`config.mk`:
```
export PLATFORM = sky130hd
export DESIGN_NAME = apb_arbiter
export DESIGN_NICKNAME = d
export VERILOG_FILES = /design/src/rtl/apb_arb_pkg.sv /design/src/rtl/rr_arbiter.sv /design/src/rtl/apb_arbiter.sv
export VERILOG_INCLUDE_DIRS = /design/src /design/src/rtl
export SDC_FILE = /design/constraint.sdc
export NUM_CORES = 1
export LEC_CHECK = 0
export ABC_CLOCK_PERIOD_IN_PS = 11000
export CORE_AREA = 2 2 165 167
export DETAILED_ROUTE_END_ITERATION = 10
export DIE_AREA = 0 0 167 169
export HOLD_SLACK_MARGIN = 0.12
export PLACE_DENSITY = 0.69
export SETUP_SLACK_MARGIN = 0.4
export SLEW_MARGIN = 5
export SYNTH_ARGS = -nofsm -noshare
export SYNTH_HDL_FRONTEND = slang
export SYNTH_HIERARCHICAL = 1
export SYNTH_SLANG_ARGS = --single-unit
```
`constraint.sdc`:
```
create_clock -name clk -period 11 [get_ports clk]
set_clock_uncertainty 0.1 [all_clocks]
set_input_delay 2.2 -clock clk [delete_from_list [all_inputs] [get_ports clk]]
set_output_delay 2.2 -clock clk [all_outputs]
set_load 0.1 [all_outputs]
```
`src/rtl/apb_arch.svh`:
```
// Bus geometry shared by every APB block in this subsystem.
`ifndef APB_ARCH_SVH
`define APB_ARCH_SVH

`define ADDR_WIDTH 32
`define DATA_WIDTH 32
`define STRB_SIZE  4

`endif

```
`src/rtl/apb_arb_pkg.sv`:
```
// Shared types and helpers for the multi-requester APB arbiter.
package apb_arb_pkg;

    typedef enum logic [1:0] {
        StIdle,
        StSetup,
        StAccess
    } arb_state_e;

    // Width needed to count 0..timeout inclusive; at least one bit.
    function automatic int unsigned tmo_cnt_width(input int unsigned timeout);
        return (timeout == 0) ? 1 : $clog2(timeout + 1);
    endfunction

endpackage

```
`src/rtl/rr_arbiter.sv`:
```
// Combinational round-robin picker: first set request at or after ptr wins.
module rr_arbiter #(
    parameter int unsigned NUM_REQ = 4,
    localparam int unsigned PW = $clog2(NUM_REQ)
) (
    input  logic [NUM_REQ-1:0] req,
    input  logic [PW-1:0]      ptr,
    output logic [NUM_REQ-1:0] grant
);

    logic        found;
    int unsigned idx;

    always_comb begin
        grant = '0;
        found = 1'b0;
        idx   = 0;
        for (int unsigned i = 0; i < NUM_REQ; i++) begin
            idx = (int'(ptr) + i) % NUM_REQ;
            if (!found && req[idx]) begin
                grant[idx] = 1'b1;
                found      = 1'b1;
            end
        end
    end

endmodule

```
`src/rtl/apb_arbiter.sv`:
```
// Round-robin arbiter funnelling NUM_REQ CPU-side requesters onto one APB master port.
`include "apb_arch.svh"

module apb_arbiter
    import apb_arb_pkg::*;
#(
    parameter int unsigned NUM_REQ = 4,
    parameter int unsigned TIMEOUT = 16
) (
    input  logic                              clk,
    input  logic                              rst,
    input  logic [NUM_REQ-1:0]                req_valid,
    input  logic [NUM_REQ-1:0]                req_write,
    input  logic [NUM_REQ*`ADDR_WIDTH-1:0]    req_addr,
    input  logic [NUM_REQ*`DATA_WIDTH-1:0]    req_wdata,
    input  logic [NUM_REQ*`STRB_SIZE-1:0]     req_strb,
    output logic [NUM_REQ-1:0]                req_done,
    output logic [`DATA_WIDTH-1:0]            rsp_rdata,
    output logic                              rsp_err,
    output logic                              psel,
    output logic                              penable,
    output logic                              pwrite,
    output logic [`ADDR_WIDTH-1:0]            paddr,
    output logic [`DATA_WIDTH-1:0]            pwdata,
    output logic [`STRB_SIZE-1:0]             pstrb,
    input  logic                              pready,
    input  logic                              pslverr,
    input  logic [`DATA_WIDTH-1:0]            prdata
);

    localparam int unsigned AW = `ADDR_WIDTH;
    localparam int unsigned DW = `DATA_WIDTH;
    localparam int unsigned SW = `STRB_SIZE;
    localparam int unsigned PW = $clog2(NUM_REQ);
    localparam int unsigned CW = tmo_cnt_width(TIMEOUT);
    localparam logic [CW-1:0] TMO_MAX  = CW'(TIMEOUT);
    localparam logic [CW-1:0] TMO_LAST = (TIMEOUT == 0) ? '0 : CW'(TIMEOUT - 1);

    arb_state_e         state_q, state_d;
    logic [NUM_REQ-1:0] grant_q, grant_d;
    logic [PW-1:0]      ptr_q, ptr_d;
    logic [CW-1:0]      cnt_q, cnt_d;
    logic               psel_q, psel_d;
    logic               penable_q, penable_d;
    logic               pwrite_q, pwrite_d;
    logic [AW-1:0]      paddr_q, paddr_d;
    logic [DW-1:0]      pwdata_q, pwdata_d;
    logic [SW-1:0]      pstrb_q, pstrb_d;
    logic [NUM_REQ-1:0] done_q, done_d;
    logic [DW-1:0]      rdata_q, rdata_d;
    logic               err_q, err_d;

    logic               timeout_hit;
    logic               complete;
    logic               launch;
    logic [NUM_REQ-1:0] eligible;
    logic [NUM_REQ-1:0] arb_grant;
    logic               arb_any;
    logic [PW-1:0]      sel_idx;
    logic [PW-1:0]      next_ptr;
    logic               sel_write;
    logic [AW-1:0]      sel_addr;
    logic [DW-1:0]      sel_wdata;
    logic [SW-1:0]      sel_strb;

    // A counter that would reach TIMEOUT on this cycle's increment ends the access.
    assign timeout_hit = (TIMEOUT != 0) && (state_q == StAccess) && (cnt_q == TMO_LAST);
    assign complete    = (state_q == StAccess) && (pready || timeout_hit);

    // Never re-grant the requester finishing now or the one still seeing its done pulse.
    assign eligible = req_valid & ~done_q & ~(complete ? grant_q : '0);
    assign arb_any  = |arb_grant;

    rr_arbiter #(
        .NUM_REQ (NUM_REQ)
    ) u_rr (
        .req   (eligible),
        .ptr   (ptr_q),
        .grant (arb_grant)
    );

    always_comb begin
        sel_idx = '0;
        for (int unsigned i = 0; i < NUM_REQ; i++) begin
            if (arb_grant[i]) begin
                sel_idx = PW'(i);
            end
        end
    end

    assign next_ptr  = (sel_idx == PW'(NUM_REQ - 1)) ? '0 : sel_idx + 1'b1;
    assign sel_write = req_write[sel_idx];
    assign sel_addr  = req_addr[sel_idx*AW +: AW];
    assign sel_wdata = req_wdata[sel_idx*DW +: DW];
    assign sel_strb  = req_strb[sel_idx*SW +: SW];

    always_comb begin
        state_d  = state_q;
        grant_d  = grant_q;
        ptr_d    = ptr_q;
        cnt_d    = cnt_q;
        pwrite_d = pwrite_q;
        paddr_d  = paddr_q;
        pwdata_d = pwdata_q;
        pstrb_d  = pstrb_q;
        done_d   = '0;
        rdata_d  = '0;
        err_d    = 1'b0;
        launch   = 1'b0;

        unique case (state_q)
            StIdle: begin
                launch = arb_any;
            end
            StSetup: begin
                state_d = StAccess;
            end
            StAccess: begin
                if (cnt_q != TMO_MAX) begin
                    cnt_d = cnt_q + 1'b1;
                end
                if (complete) begin
                    done_d  = grant_q;
                    rdata_d = pwrite_q ? '0 : prdata;
                    err_d   = pready ? pslverr : 1'b1;
                    if (arb_any) begin
                        launch = 1'b1;
                    end else begin
                        state_d = StIdle;
                        grant_d = '0;
                    end
                end
            end
            default: begin
                state_d = StIdle;
            end
        endcase

        if (launch) begin
            state_d  = StSetup;
            grant_d  = arb_grant;
            ptr_d    = next_ptr;
            cnt_d    = '0;
            pwrite_d = sel_write;
            paddr_d  = sel_addr;
            pwdata_d = sel_wdata;
            pstrb_d  = sel_write ? sel_strb : '0;
        end

        psel_d    = (state_d != StIdle);
        penable_d = (state_d == StAccess);
    end

    always_ff @(posedge clk) begin
        if (rst) begin
            state_q   <= StIdle;
            grant_q   <= '0;
            ptr_q     <= '0;
            cnt_q     <= '0;
            psel_q    <= 1'b0;
            penable_q <= 1'b0;
            pwrite_q  <= 1'b0;
            paddr_q   <= '0;
            pwdata_q  <= '0;
            pstrb_q   <= '0;
            done_q    <= '0;
            rdata_q   <= '0;
            err_q     <= 1'b0;
        end else begin
            state_q   <= state_d;
            grant_q   <= grant_d;
            ptr_q     <= ptr_d;
            cnt_q     <= cnt_d;
            psel_q    <= psel_d;
            penable_q <= penable_d;
            pwrite_q  <= pwrite_d;
            paddr_q   <= paddr_d;
            pwdata_q  <= pwdata_d;
            pstrb_q   <= pstrb_d;
            done_q    <= done_d;
            rdata_q   <= rdata_d;
            err_q     <= err_d;
        end
    end

    assign psel      = psel_q;
    assign penable   = penable_q;
    assign pwrite    = pwrite_q;
    assign paddr     = paddr_q;
    assign pwdata    = pwdata_q;
    assign pstrb     = pstrb_q;
    assign req_done  = done_q;
    assign rsp_rdata = rdata_q;
    assign rsp_err   = err_q;

endmodule

```
* After elaboration in Yosys (flattened, before gate mapping)
Cells that the tools add are included.
** Operators by class
- Add/sub/neg operators :: 5
- Order comparisons :: 9
- Equality and inequality tests :: 7
- Shift operators :: 3
- Muxes and demuxes :: 43
- Bitwise logic cells :: 9
- Reductions and logical operators :: 24
** Operators with widths (count)
- 128-bit by 8-bit variable part select with 32-bit output :: 2
- 4-bit 2-to-1 mux :: 10
- 1-bit 2-to-1 mux :: 16
- 16-bit by 5-bit variable part select with 4-bit output :: 1
- 2-bit by 3-bit less-than comparator with 1-bit output (second input constant) :: 5
- 2-bit 2-to-1 mux :: 6
- 4-bit bitwise OR :: 3
- 1-bit binary-select mux with 2-bit select :: 5
- 1-bit logical AND :: 9
- 4-bit bitwise AND :: 2
- 1-bit demux with 2-bit select :: 4
- 2-bit by 1-bit >= comparator with 1-bit output (second input constant) :: 4
- 4-bit inverter :: 2
- 4-bit OR reduction :: 2
- 2-bit equality test (second input constant) :: 3
- 2-bit one-hot mux with 3 select lines :: 1
- 2-bit nonzero test :: 3
- 5-bit by 1-bit adder with 5-bit output (second input constant) :: 1
- 5-bit by 4-bit equality test with 1-bit output (second input constant) :: 1
- 5-bit != test (second input constant) :: 1
- 2-bit by 1-bit adder with 2-bit output (second input constant) :: 2
- 2-bit adder (second input constant) :: 2
- 2-bit OR reduction :: 2
- 1-bit logical NOT :: 3
- 9 further kinds :: 10
** Storage, ports and cells
- Flip-flop bits (word level) :: 121
- Input bits :: 316
- Output and inout bits :: 108

* Logic depth before layout (Yosys ltp)
Gate-level depths: netlist (run 1).
- Depth in word-level cells :: 25
- Mapped depth :: 17
- Mapped depth without buffers :: 13

* Cells and area by module
The synthesis (run 1) kept the hierarchy.
** By module, submodules not included
- apb_arbiter :: instances 1, cells an instance 622, area an instance 6174.7 um^2, sequential area each 2422.3 um^2
- rr_arbiter :: instances 1, cells an instance 36, area an instance 337.8 um^2, sequential area each 0.0 um^2

* Least setup slack after synthesis (run 1)
OpenSTA, ideal clock, no wires.
- Path type :: input -> register
- From :: input port pready
- To :: register pwdata_q[9] (netlist: pwdata[9])
- Arrival time :: 4.798 ns
- Data required time :: 10.782 ns
- Path slack :: 5.984 ns
- Cell stages on the path :: 13
- Cells stage by stage :: o21a_1 > a21oi_1 > mux4_2 > buf_6 > nor4b_4 > nand2_1 > o211ai_1 > buf_4 > buf_6 > mux2_2 > mux2i_1 > o21ai_0 > a22o_1
** Between the ends
- Word-level cells in the longest chain between the ends :: 21
** Ends and longest elaborated chain
- from (decl) :: line apb_arbiter.sv:26 : input logic pready,
- 1-bit logical OR * :: line apb_arbiter.sv:68 : assign complete = (state_q == StAccess) && (pready || timeout_hit);
- 1-bit logical AND * :: line apb_arbiter.sv:68
- 4-bit 2-to-1 mux * :: line apb_arbiter.sv:71 : assign eligible = req_valid & ~done_q & ~(complete ? grant_q : '0);
- 4-bit inverter * :: line apb_arbiter.sv:71
- 4-bit bitwise AND * :: line apb_arbiter.sv:71
- named net eligible[3] :: line apb_arbiter.sv:56 : logic [NUM_REQ-1:0] eligible;
- 1-bit binary-select mux with 2-bit select :: line rr_arbiter.sv:20 : if (!found && req[idx]) begin
- 1-bit 2-to-1 mux (not written as such) :: line rr_arbiter.sv:20
- [7 not listed]
- 1-bit logical NOT :: line rr_arbiter.sv:20
- 1-bit logical AND :: line rr_arbiter.sv:20
- 4-bit 2-to-1 mux * :: line rr_arbiter.sv:20
- named net arb_grant[1] :: line apb_arbiter.sv:57 : logic [NUM_REQ-1:0] arb_grant;
- 1-bit 2-to-1 mux / 4-bit OR reduction (equally long branches) :: line apb_arbiter.sv:85, apb_arbiter.sv:72
- 2-bit 2-to-1 mux / 1-bit 2-to-1 mux (equally long branches) :: line apb_arbiter.sv:85, apb_arbiter.sv:126
- 2-bit 2-to-1 mux / 1-bit 2-to-1 mux (equally long branches) :: line apb_arbiter.sv:85, apb_arbiter.sv:122
- 128-bit by 8-bit variable part select with 32-bit output / 1-bit one-hot mux with 2 select lines (equally long branches) :: line apb_arbiter.sv:94, apb_arbiter.sv:111
- to (signal assigned) :: line apb_arbiter.sv:178 : pwdata_q <= pwdata_d;
- to (decl) :: line apb_arbiter.sv:47 : logic [DW-1:0] pwdata_q, pwdata_d;
Mark *: on every way through the listed nets, which the timed path passes. The rest lies on a longest branch. The select of a mux whose other input is x is not followed.
A chain may end at the register's enable or synchronous reset.

* Worst setup path in the final report (run 1)
- From :: input port pready
- To :: register pstrb_q[1] (netlist: pstrb[1])
** RTL lines
- 1-bit logical OR * :: line apb_arbiter.sv:68
- 1-bit logical AND * :: line apb_arbiter.sv:68
- 4-bit 2-to-1 mux * :: line apb_arbiter.sv:71
- 4-bit inverter * :: line apb_arbiter.sv:71
- 4-bit bitwise AND * :: line apb_arbiter.sv:71
- named net eligible[3] :: line apb_arbiter.sv:56
- 1-bit binary-select mux with 2-bit select :: line rr_arbiter.sv:20
- 1-bit 2-to-1 mux (not written as such) :: line rr_arbiter.sv:20
- [4 not listed]
- 1-bit logical NOT :: line rr_arbiter.sv:20
- 1-bit logical AND :: line rr_arbiter.sv:20
- 1-bit 2-to-1 mux :: line rr_arbiter.sv:20
- 1-bit logical NOT :: line rr_arbiter.sv:20
- 1-bit logical AND :: line rr_arbiter.sv:20
- 4-bit 2-to-1 mux * :: line rr_arbiter.sv:20
- named net arb_grant[3] :: line apb_arbiter.sv:57
- parallel branches: the longest is 4 deep, another holds 16-bit by 5-bit variable part select with 4-bit output
- to (signal assigned) :: line apb_arbiter.sv:179 : pstrb_q <= pstrb_d;
- to (decl) :: line apb_arbiter.sv:48 : logic [SW-1:0] pstrb_q, pstrb_d;
Mark *: on every way through the listed nets, which the timed path passes. The select of a mux whose other input is x is not followed.

==> key figures, run 1 <==
Final layout
  • Sequential cell area: 2422 um2
  • Final #Nets: 1382
  • Ratio of cells with drive above 1 in the final layout: 11.31%
  • # diodes: 0
  • Fillcell total: 2635
  • Footprint of the multi-input gates: 3613 um2
  • Final Cell Area: 11370 um2
  • Layout Cells excl Fill: 1411
  • Utilization after layout: 42.89%
  • Area Growth Syn to Fin: 74.54%

Clocking
  • Clock-pin transition on the worst setup and hold timing paths: 0.06 ns
  • Worst-Skew Late Latency: 0.41 ns
  • CTS tree: yes
  • H-Tree Depth: 4
  • Hold-fix buffer count after cts: 0
  • CTS Sinks: 121
  • Post-CTS Setup Inserts: 0
  • Clock Path Buffers: 2
  • Cts repair resizes: 0
  • CTS Buf Count: 17
  • Root buffer cell: clkbuf_16

Critical path
  • Crit path cell chain: clkdlybuf4s50_1 -> o21a_1 -> a21oi_1 -> mux4_2 -> nor4b_4 -> nand2_1 -> o211ai_1 -> buf_4 -> buf_4 -> a211oi_1 -> o21ai_0 -> nand3_1 -> o21ai_0
  • Crit path DAT: 6.36 ns
  • RR Startpoint: cnt_q[0]
  • CP max stage cell: buf_4
  • Setup crit start kind: input port
  • Slowest stage delay, CP: 0.64 ns
  • Setup CP Type: input port to register
  • CP bufs+invs: 3
  • Worst EP required: 11.24 ns
  • CP max FO: 75
  • Top cell family by delay on the critical path: buffers and inverters
  • CP endpoint kind: register
  • Worst Setup SP: pready

Routing
  • Met2 WL: 11.56 mm
  • DRC: 0
  • M1 WL: 9.609 mm
  • Wire length on met3: 1.540 mm
  • Drt total wl: 23.11 mm
  • Antenna Violating Nets Remaining: 0
  • DR iter-0 viols: 244
  • Wirelength per Cell: 16.38 um
  • Top Layer Used: met4
  • Via count: 6442
  • Vias per inst: 4.566
  • TritonRoute pass-1 iters: 6

Synthesis
  • FFs w/ async S/R, synth: 0%
  • Synth Net Count: 983
  • Yosys reg bits: 121
  • Most frequent cells after synthesis: 121 x dfxtp_1, 78 x nand2_1, 71 x o21ai_0
  • Top cell type's share of synthesized area: 37.20%
  • Mapped Area: 6512 um2
  • Post-synth EDFFs: 0
  • Register area share after synthesis: 37.20%
  • Instance count of the mapped netlist: 658
  • Ys flop type: dfxtp_1
  • Syn Area/Cell: 9.897 um2
  • Synth warn: 6
  • Area leader, netlist: dfxtp_1
  • Synth top area cells: dfxtp_1 37%, mux2_2 11%, mux2i_1 10%
  • Most common cell in the netlist: dfxtp_1
  • Yosys cell types: 41

Die
  • Num ports: 424
  • Die Wd: 167 um
  • Initial core utilization: 24.58%
  • Row Count: 60
  • Core footprint: 26500 um2
  • Height of the die: 169 um
  • Die area: 28220 um2

Place
  • Cell total after placement: 1379
  • Post-DP HPWL: 17.88 mm
  • RePlAce Congestion: 0.7542
  • DP Area: 10820 um2
  • Port buffer count: 423
  • Setup Slack @ Placement: 4.476 ns

Power
  • P per Cell Area: 269.0 nW/um2
  • Peak VDD IR: 0.1371 mV
  • Static leakage: 4.525 nW

Timing
  • Crit path time final: 6.117 ns
  • Max-slew headroom: 30.92%
  • Final Hold Viols: 0
  • Worst-Margin Slew: 1.033 ns
  • Slew Viols, Final: 0
  • Fin worst setup slack: 4.883 ns
  • Setup TNS: 0 ns
  • Fmax: 0.1635 GHz
  • Final period util: 55.61%
  • Final Setup Violations: 0
  • RSZ-0062 raised after global routing: false

GRT
  • First-pass GRT wire length: 34.56 mm
  • Initial antenna violation count: 0
  • Vias in the first global route: 6288
  • GRT overflow: 0
  • Tot GR Track Use: 15.67%
  • Pin count of the biggest net entering global routing: 76

Hold path
  • HP Start: pstrb[0]
  • Hold WC Path Type: register to register

Outcome
  • Status: finished, final reports clean

Job
  • Maxcap violations: 0
-- worst min-delay path, delay by kind of cell (launching register included) --
family	cells	cell delay (ns)
flip-flops	1	0.33
AND/OR/NAND/NOR	1	0.05
AO/OA/AOI/OAI	1	0.05
-- layout by cell type, fill, tap and decap left out, types with 16 or more instances in the layout --
cell type        netlist  final
a21oi_1               16     16
a22o_1                69     69
and2_1                33     33
clkbuf_16              0     17
clkdlybuf4s50_1        0    423
dfxtp_1              121    121
mux2_2                64     64
mux2i_1               68     68
nand2_1               78     78
o21ai_0               71     71
-- kinds of logic after synthesis --
| family | after synthesis | share of synthesized area, % |
|---|---|---|
| compound gates | 176 | 18.41 |
| buf+inv | 64 | 7.320 |
| fa+ha+maj | 9 | 1.729 |
| mux | 136 | 23.02 |
| flops | 121 | 37.19 |
| simple gates | 149 | 11.93 |
| xor+xnor | 3 | 0.4035 |
-- sequential cells by signal, indices dropped and copies added, names as in the netlist --
| register | count |
|---|---|
| state_q | 2 |
| psel | 1 |
| penable | 1 |
| pstrb | 4 |
| cnt_q | 5 |
| grant_q | 4 |
| pwrite | 1 |
| pwdata | 32 |
| rsp_err | 1 |
| ptr_q | 2 |
| rsp_rdata | 32 |
| req_done | 4 |
| paddr | 32 |
-- through the flow --
stage | total power, mW | hold WS, ns
6_report | 3.057 | 0.3558
4_1_cts | 3.095 | 0.3634
3_5_place_dp | 2.549 | 0.3483
5_1_grt | 3.238 | 0.3859
2_1_floorplan | 2.162 | 0.3562
3_3_place_gp | 2.535 | 0.3407
-- area by class of cell --
cell class                 instances  share of cell area [%]
clock buffer                      18                   3.863
clock inverter                    14                  0.9906
inverter                          11                  0.3852
multi-input combinational        473                   31.79
sequential                       121                   21.31
tap                              341                   3.753
timing repair buffer             433                   37.91
-- where the power goes --
| part | switching [mW] | internal, mW | total (mW) | leakage (nW) |
|---|---|---|---|---|
| registers | 0.0668 | 0.542 | 0.609 | 0.990 |
| clock network | 0.231 | 0.300 | 0.531 | 0.279 |
| logic | 1.23 | 0.692 | 1.92 | 3.26 |
-- per-layer routing --
metal  track usage (%)  vias to the layer above
met3             4.349                       24
li1                  -                     3182
met4             4.948                        0
met2             27.61                      281
met1             18.44                     2955
met5                 0                        -
-- final timing paths --
kind,cells past startpoint,slack [ns],to
worst min register to register,2,0.36,pstrb[0]
worst max-delay path,13,4.88,pstrb[1]
worst min-delay path,2,0.36,pstrb[0]
worst max register to register,15,6.27,pstrb[1]
Note: power is estimated with default switching activity, not from simulation.
==> run 2: changes to the inputs <==
--- a/config.mk
+++ b/config.mk
@@ -6,12 +6,12 @@
 export SDC_FILE = /design/constraint.sdc
 export NUM_CORES = 1
 export LEC_CHECK = 0
-export ABC_CLOCK_PERIOD_IN_PS = 11000
-export CORE_AREA = 2 2 165 167
+export ABC_CLOCK_PERIOD_IN_PS = 6000
+export CORE_AREA = 2 2 167 169
 export DETAILED_ROUTE_END_ITERATION = 10
-export DIE_AREA = 0 0 167 169
+export DIE_AREA = 0 0 169 171
 export HOLD_SLACK_MARGIN = 0.12
-export PLACE_DENSITY = 0.69
+export PLACE_DENSITY = 0.67
 export SETUP_SLACK_MARGIN = 0.4
 export SLEW_MARGIN = 5
 export SYNTH_ARGS = -nofsm -noshare
==> constraint.sdc (replaced) <==
create_clock -name clk -period 6 [get_ports clk]
set_clock_uncertainty 0.1 [all_clocks]
set_input_delay 1.2 -clock clk [delete_from_list [all_inputs] [get_ports clk]]
set_output_delay 1.2 -clock clk [all_outputs]
set_load 0.1 [all_outputs]
==> run 2 against run 1 <==
  * Routed wire length up 3.0%
  * Worst setup slack worse by 4.0 ns
  * Critical path depth decreased by 1
  * Via count decreased by 1.1%
  * Register-to-register slack lost 5.0 ns
  * Clock-buffer cell count stayed put
  * Sequential share of layout area decreased by 0.19 points
  * Sequential cell count is the same
  * Die area is 2.4% higher
  * Highest routed layer is now met5
  * Hold slack worse by 0.0051 ns
  * Combinational power grew 86%
  * First-iteration DRC count grew 1.6%
==> key figures, run 2 (synthesis results as in run 1) <==
Die
  • Die Wd: 169 um
  • Height of the die: 171 um
  • Num ports: 424
  • Initial core utilization: 23.83%
  • Row Count: 61
  • Core footprint: 27320 um2
  • Die area: 28900 um2

Routing
  • TritonRoute pass-1 iters: 4
  • Antenna Violating Nets Remaining: 0
  • Drt total wl: 23.80 mm
  • Via count: 6374
  • Wirelength per Cell: 16.83 um
  • DRC: 0
  • Vias per inst: 4.508
  • DR iter-0 viols: 248

Power
  • Clk pwr share: 18.8%
  • P per Cell Area: 503.3 nW/um2
  • Static leakage: 4.555 nW
  • Sw Ratio: 48.73%
  • Seq pwr share: 19.3%
  • Psw: 2.812 mW
  • Combinational share of power: 61.9%
  • Peak VDD IR: 0.3563 mV
  • Internal Power: 2.959 mW

Final layout
  • Ratio of cells with drive above 1 in the final layout: 11.14%
  • Fillcell total: 2665
  • Utilization after layout: 41.97%
  • Final #Nets: 1381
  • Final Cell Area: 11470 um2
  • Footprint of the multi-input gates: 3621 um2
  • Area Growth Syn to Fin: 76.08%
  • Commonest non-fill, non-tap cell in the layout: clkdlybuf4s50_1
  • Commonest cells after routing, fill and taps aside: 423 x clkdlybuf4s50_1, 121 x dfxtp_1, 78 x nand2_1
  • # diodes: 0
  • Layout Cells excl Fill: 1414
  • Sequential cell area: 2422 um2

Clocking
  • Clock Path Buffers: 2
  • Worst-Skew Late Latency: 0.41 ns
  • CTS Buf Count: 17
  • CTS Sinks: 121
  • Post-CTS Setup Inserts: 0
  • Root buffer cell: clkbuf_16
  • Cts repair resizes: 0
  • Clock-pin transition on the worst setup and hold timing paths: 0.06 ns
  • Hold-fix buffer count after cts: 0
  • H-Tree Depth: 4
  • CTS tree: yes

Hold path
  • Hold WC Path Type: register to register
  • HP Start: pstrb[2]
  • Worst hold path stage count: 2
  • Hold EP: pstrb[2]

Critical path
  • CP bufs+invs: 3
  • RR Startpoint: cnt_q[0]
  • Crit path depth: 12
  • Top cell family by delay on the critical path: compound AO/OA/AOI/OAI gates
  • Reg-to-reg endpoint: paddr[19]
  • Cells on worst reg2reg path: 14
  • Crit path cell chain: clkdlybuf4s50_1 -> o21a_1 -> a21oi_1 -> mux4_2 -> nor2_1 -> nand2_1 -> o211ai_1 -> inv_4 -> buf_12 -> mux2i_1 -> o21ai_0 -> a22o_1
  • CP max stage cell: o211ai_1
  • Worst EP required: 6.20 ns
  • Worst reg2reg setup slack: 1.27 ns
  • Setup CP Type: input port to register
  • Setup crit start kind: input port
  • CP max FO: 30
  • Slowest stage delay, CP: 0.84 ns
  • Crit path DAT: 5.30 ns
  • CP endpoint kind: register

GRT
  • First-pass GRT wire length: 34.96 mm
  • Tot GR Track Use: 15.64%
  • Vias in the first global route: 6284
  • Initial antenna violation count: 1
  • Pin count of the biggest net entering global routing: 143
  • GRT overflow: 0

Outcome
  • Status: finished, final reports clean

Timing
  • Slew Viols, Final: 0
  • Worst-Margin Slew: 1.064 ns
  • Max-slew headroom: 28.85%
  • WHS: 0.3507 ns
  • Setup TNS: 0 ns
  • RSZ-0062 raised after global routing: false
  • Final period util: 85.08%
  • Fmax: 0.1959 GHz
  • Final Hold Viols: 0
  • Final Setup Violations: 0
  • Crit path time final: 5.105 ns

Job
  • Maxcap violations: 0

Place
  • RePlAce Congestion: 0.7793
  • Port buffer count: 423
  • Cell total after placement: 1383
  • DP Area: 10860 um2
  • Post-DP HPWL: 17.93 mm
==> run 2: power by group through the flow <==
stage	registers, mW	clock network (mW)	logic [mW]
3_3_place_gp	1.13	0	3.59
3_5_place_dp	1.13	0	3.62
2_1_floorplan	2.18	0	1.78
4_1_cts	1.11	1.12	3.62
6_report	1.12	1.08	3.57
5_1_grt	1.14	1.15	3.81
==> run 2: worst max path at each step <==
stage	end	from	slack, ns
6_report	paddr[19]	pready	0.90
2_1_floorplan	pwdata[9]	pready	1.98
5_1_grt	paddr[19]	pready	0.64
4_1_cts	paddr[19]	pready	0.91
3_3_place_gp	paddr[19]	pready	0.66
3_5_place_dp	paddr[19]	pready	0.48
==> run 2: worst reg2reg max path, stage by stage (launching register included) <==
cell      delay, ns
dfxtp_1        0.39
ha_1           0.19
and3_1         0.17
ha_1           0.20
o21a_1         0.30
a21oi_1        0.16
mux4_2         0.62
nor2_1         0.14
nand2_1        0.12
o211ai_1       0.84
inv_4          0.42
buf_12         0.35
mux2i_1        0.29
o21ai_0        0.11
a22o_1         0.21
==> run 2: final cells by class <==
cell class,instances,share of cell area (%)
sequential,121,21.12
clock buffer,18,3.830
multi-input combinational,473,31.58
timing repair buffer,432,37.84
inverter,11,0.3819
tap,346,3.775
clock inverter,13,1.473
==> run 2: per-layer routing <==
metal / vias to the layer above / track usage (%) / routed length, um
met3: 29 / 5.089 / 1879
li1: 3168 / - / -
met2: 285 / 27.73 / 11930
met5: - / 0 / 13
met1: 2890 / 17.93 / 9554
met4: 2 / 4.719 / 425
==> run 2: stage by stage <==
| step | setup WS (ns) | power (mW) |
|---|---|---|
| 3_5_place_dp | 0.4812 | 4.747 |
| 3_3_place_gp | 0.6646 | 4.715 |
| 4_1_cts | 0.9147 | 5.849 |
| 6_report | 0.8955 | 5.771 |
| 5_1_grt | 0.6406 | 6.106 |
| 2_1_floorplan | 1.984 | 3.963 |
==> run 3: changes to the inputs <==
--- a/config.mk
+++ b/config.mk
@@ -8,10 +8,13 @@
 export LEC_CHECK = 0
 export ABC_CLOCK_PERIOD_IN_PS = 6000
 export CORE_AREA = 2 2 167 169
+export CTS_CLUSTER_DIAMETER = 200
 export DETAILED_ROUTE_END_ITERATION = 10
 export DIE_AREA = 0 0 169 171
+export GPL_ROUTABILITY_DRIVEN = 0
 export HOLD_SLACK_MARGIN = 0.12
 export PLACE_DENSITY = 0.67
+export REMOVE_ABC_BUFFERS = 1
 export SETUP_SLACK_MARGIN = 0.4
 export SLEW_MARGIN = 5
 export SYNTH_ARGS = -nofsm -noshare
==> run 3 against run 2 <==
  * First-iteration DRC count up 12%
  * Final cell count about the same
  * Sequential share of layout area about the same
  * Largest cell class unchanged
  * Hold slack better by 0.0067 ns
  * Register-to-register slack better by 0.07 ns
  * Largest power group unchanged
  * Highest routed layer is now met4
  * Global-route usage up 0.37 points
==> key figures, run 3 (synthesis results as in run 1) <==
Timing
  • RSZ-0062 raised after global routing: false
  • Fmax: 0.2001 GHz
  • Final Setup Violations: 0
  • Final period util: 83.29%
  • Final Hold Viols: 0
  • Worst-Margin Slew: 1.052 ns
  • Slew Viols, Final: 0
  • Crit path time final: 4.997 ns
  • WHS: 0.3574 ns
  • Max-slew headroom: 29.65%

GRT
  • Vias in the first global route: 6255
  • Pin count of the biggest net entering global routing: 143
  • Tot GR Track Use: 16.01%
  • GRT overflow: 0
  • Initial antenna violation count: 0
  • First-pass GRT wire length: 35.25 mm

Critical path
  • CP max FO: 71
  • Worst Setup SP: pready
  • RR Startpoint: cnt_q[0]
  • CP endpoint kind: register
  • Worst EP required: 6.20 ns
  • Setup CP Type: input port to register
  • Setup crit start kind: input port
  • Crit path DAT: 5.20 ns

Place
  • Port buffer count: 423
  • Post-DP HPWL: 18.39 mm
  • DP Area: 10860 um2

Clocking
  • Post-CTS Setup Inserts: 0
  • Worst-Skew Late Latency: 0.42 ns
  • Hold-fix buffer count after cts: 0
  • H-Tree Depth: 4
  • Root buffer cell: clkbuf_16
  • Cts repair resizes: 0
  • CTS Buf Count: 17
  • CTS tree: yes
  • Clock-pin transition on the worst setup and hold timing paths: 0.06 ns
  • CTS Sinks: 121
  • Clock Path Buffers: 2

Routing
  • Drt total wl: 24.51 mm
  • Vias per inst: 4.559
  • Antenna Violating Nets Remaining: 0
  • DRC: 0
  • DR iter-0 viols: 277
  • Via count: 6451
  • Wirelength per Cell: 17.32 um
  • TritonRoute pass-1 iters: 4

Final layout
  • Ratio of cells with drive above 1 in the final layout: 11.32%
  • # diodes: 0
  • Area Growth Syn to Fin: 75.91%
  • Commonest cells after routing, fill and taps aside: 422 x clkdlybuf4s50_1, 121 x dfxtp_1, 78 x nand2_1
  • Fillcell total: 2708
  • Final Cell Area: 11460 um2
  • Footprint of the multi-input gates: 3613 um2
  • Final #Nets: 1381
  • Commonest non-fill, non-tap cell in the layout: clkdlybuf4s50_1
  • Sequential cell area: 2422 um2

Die
  • Height of the die: 171 um
  • Num ports: 424
  • Core footprint: 27320 um2
  • Die area: 28900 um2
  • Die Wd: 169 um
  • Row Count: 61
  • Initial core utilization: 23.83%

Power
  • Peak VDD IR: 0.2749 mV
  • Static leakage: 4.552 nW
  • P per Cell Area: 503.6 nW/um2

Outcome
  • Status: finished, final reports clean

Hold path
  • HP Start: pstrb[1]
  • Hold WC Path Type: register to register

Job
  • Maxcap violations: 0
[run 3: cell type report]
class / instances / area share [%]
sequential: 121 / 21.14
tap: 346 / 3.779
clock buffer: 17 / 3.713
clock inverter: 15 / 1.474
timing repair buffer: 432 / 37.96
multi-input combinational: 473 / 31.54
inverter: 11 / 0.3823
[run 3: metrics by stage]
step | setup TNS (ns) | cells | power, mW | util, % | setup slack [ns]
2_1_floorplan | -247.59 | 605 | 3.859 | - | -3.275
3_3_place_gp | 0 | 1383 | 4.709 | 39.75 | 0.7624
3_5_place_dp | 0 | 1383 | 4.753 | 39.75 | 0.5975
4_1_cts | 0 | 1415 | 5.843 | 41.93 | 1.050
5_1_grt | 0 | 1415 | 6.084 | 41.93 | 0.6815
6_report | 0 | 1415 | 5.769 | 41.93 | 1.003
[run 3: critical path, cell delays in order]
cell	delay [ns]
clkdlybuf4s50_1	0.54
o21a_1	0.28
a21oi_1	0.16
mux4_2	0.63
nor2_1	0.15
nand2_1	0.12
o211ai_1	0.78
nor4_4	0.15
o31a_2	0.36
buf_4	0.33
a22o_1	0.36
[run 3: path summary, 6_finish.rpt]
check / slack (ns) / cells past startpoint / endpoint
worst min-delay path: 0.36 / 2 / pstrb[1]
worst min register to register: 0.36 / 2 / pstrb[1]
worst max register to register: 1.34 / 13 / paddr[3]
worst max-delay path: 1.00 / 11 / paddr[3]
[run 3: power by group]
group	internal, mW	leakage (nW)	switching [mW]
clock	0.597	0.292	0.462
combinational	1.30	3.27	2.29
sequential	0.994	0.990	0.124
[run 3: layer usage]
layer  up-vias  track usage [%]  routed length [um]
li1       3168                -                   -
met1      3012            19.26               10150
met2       238            27.64               12370
met3        33            4.233                1461
met4         0            5.574                 517
met5         -                0                   0
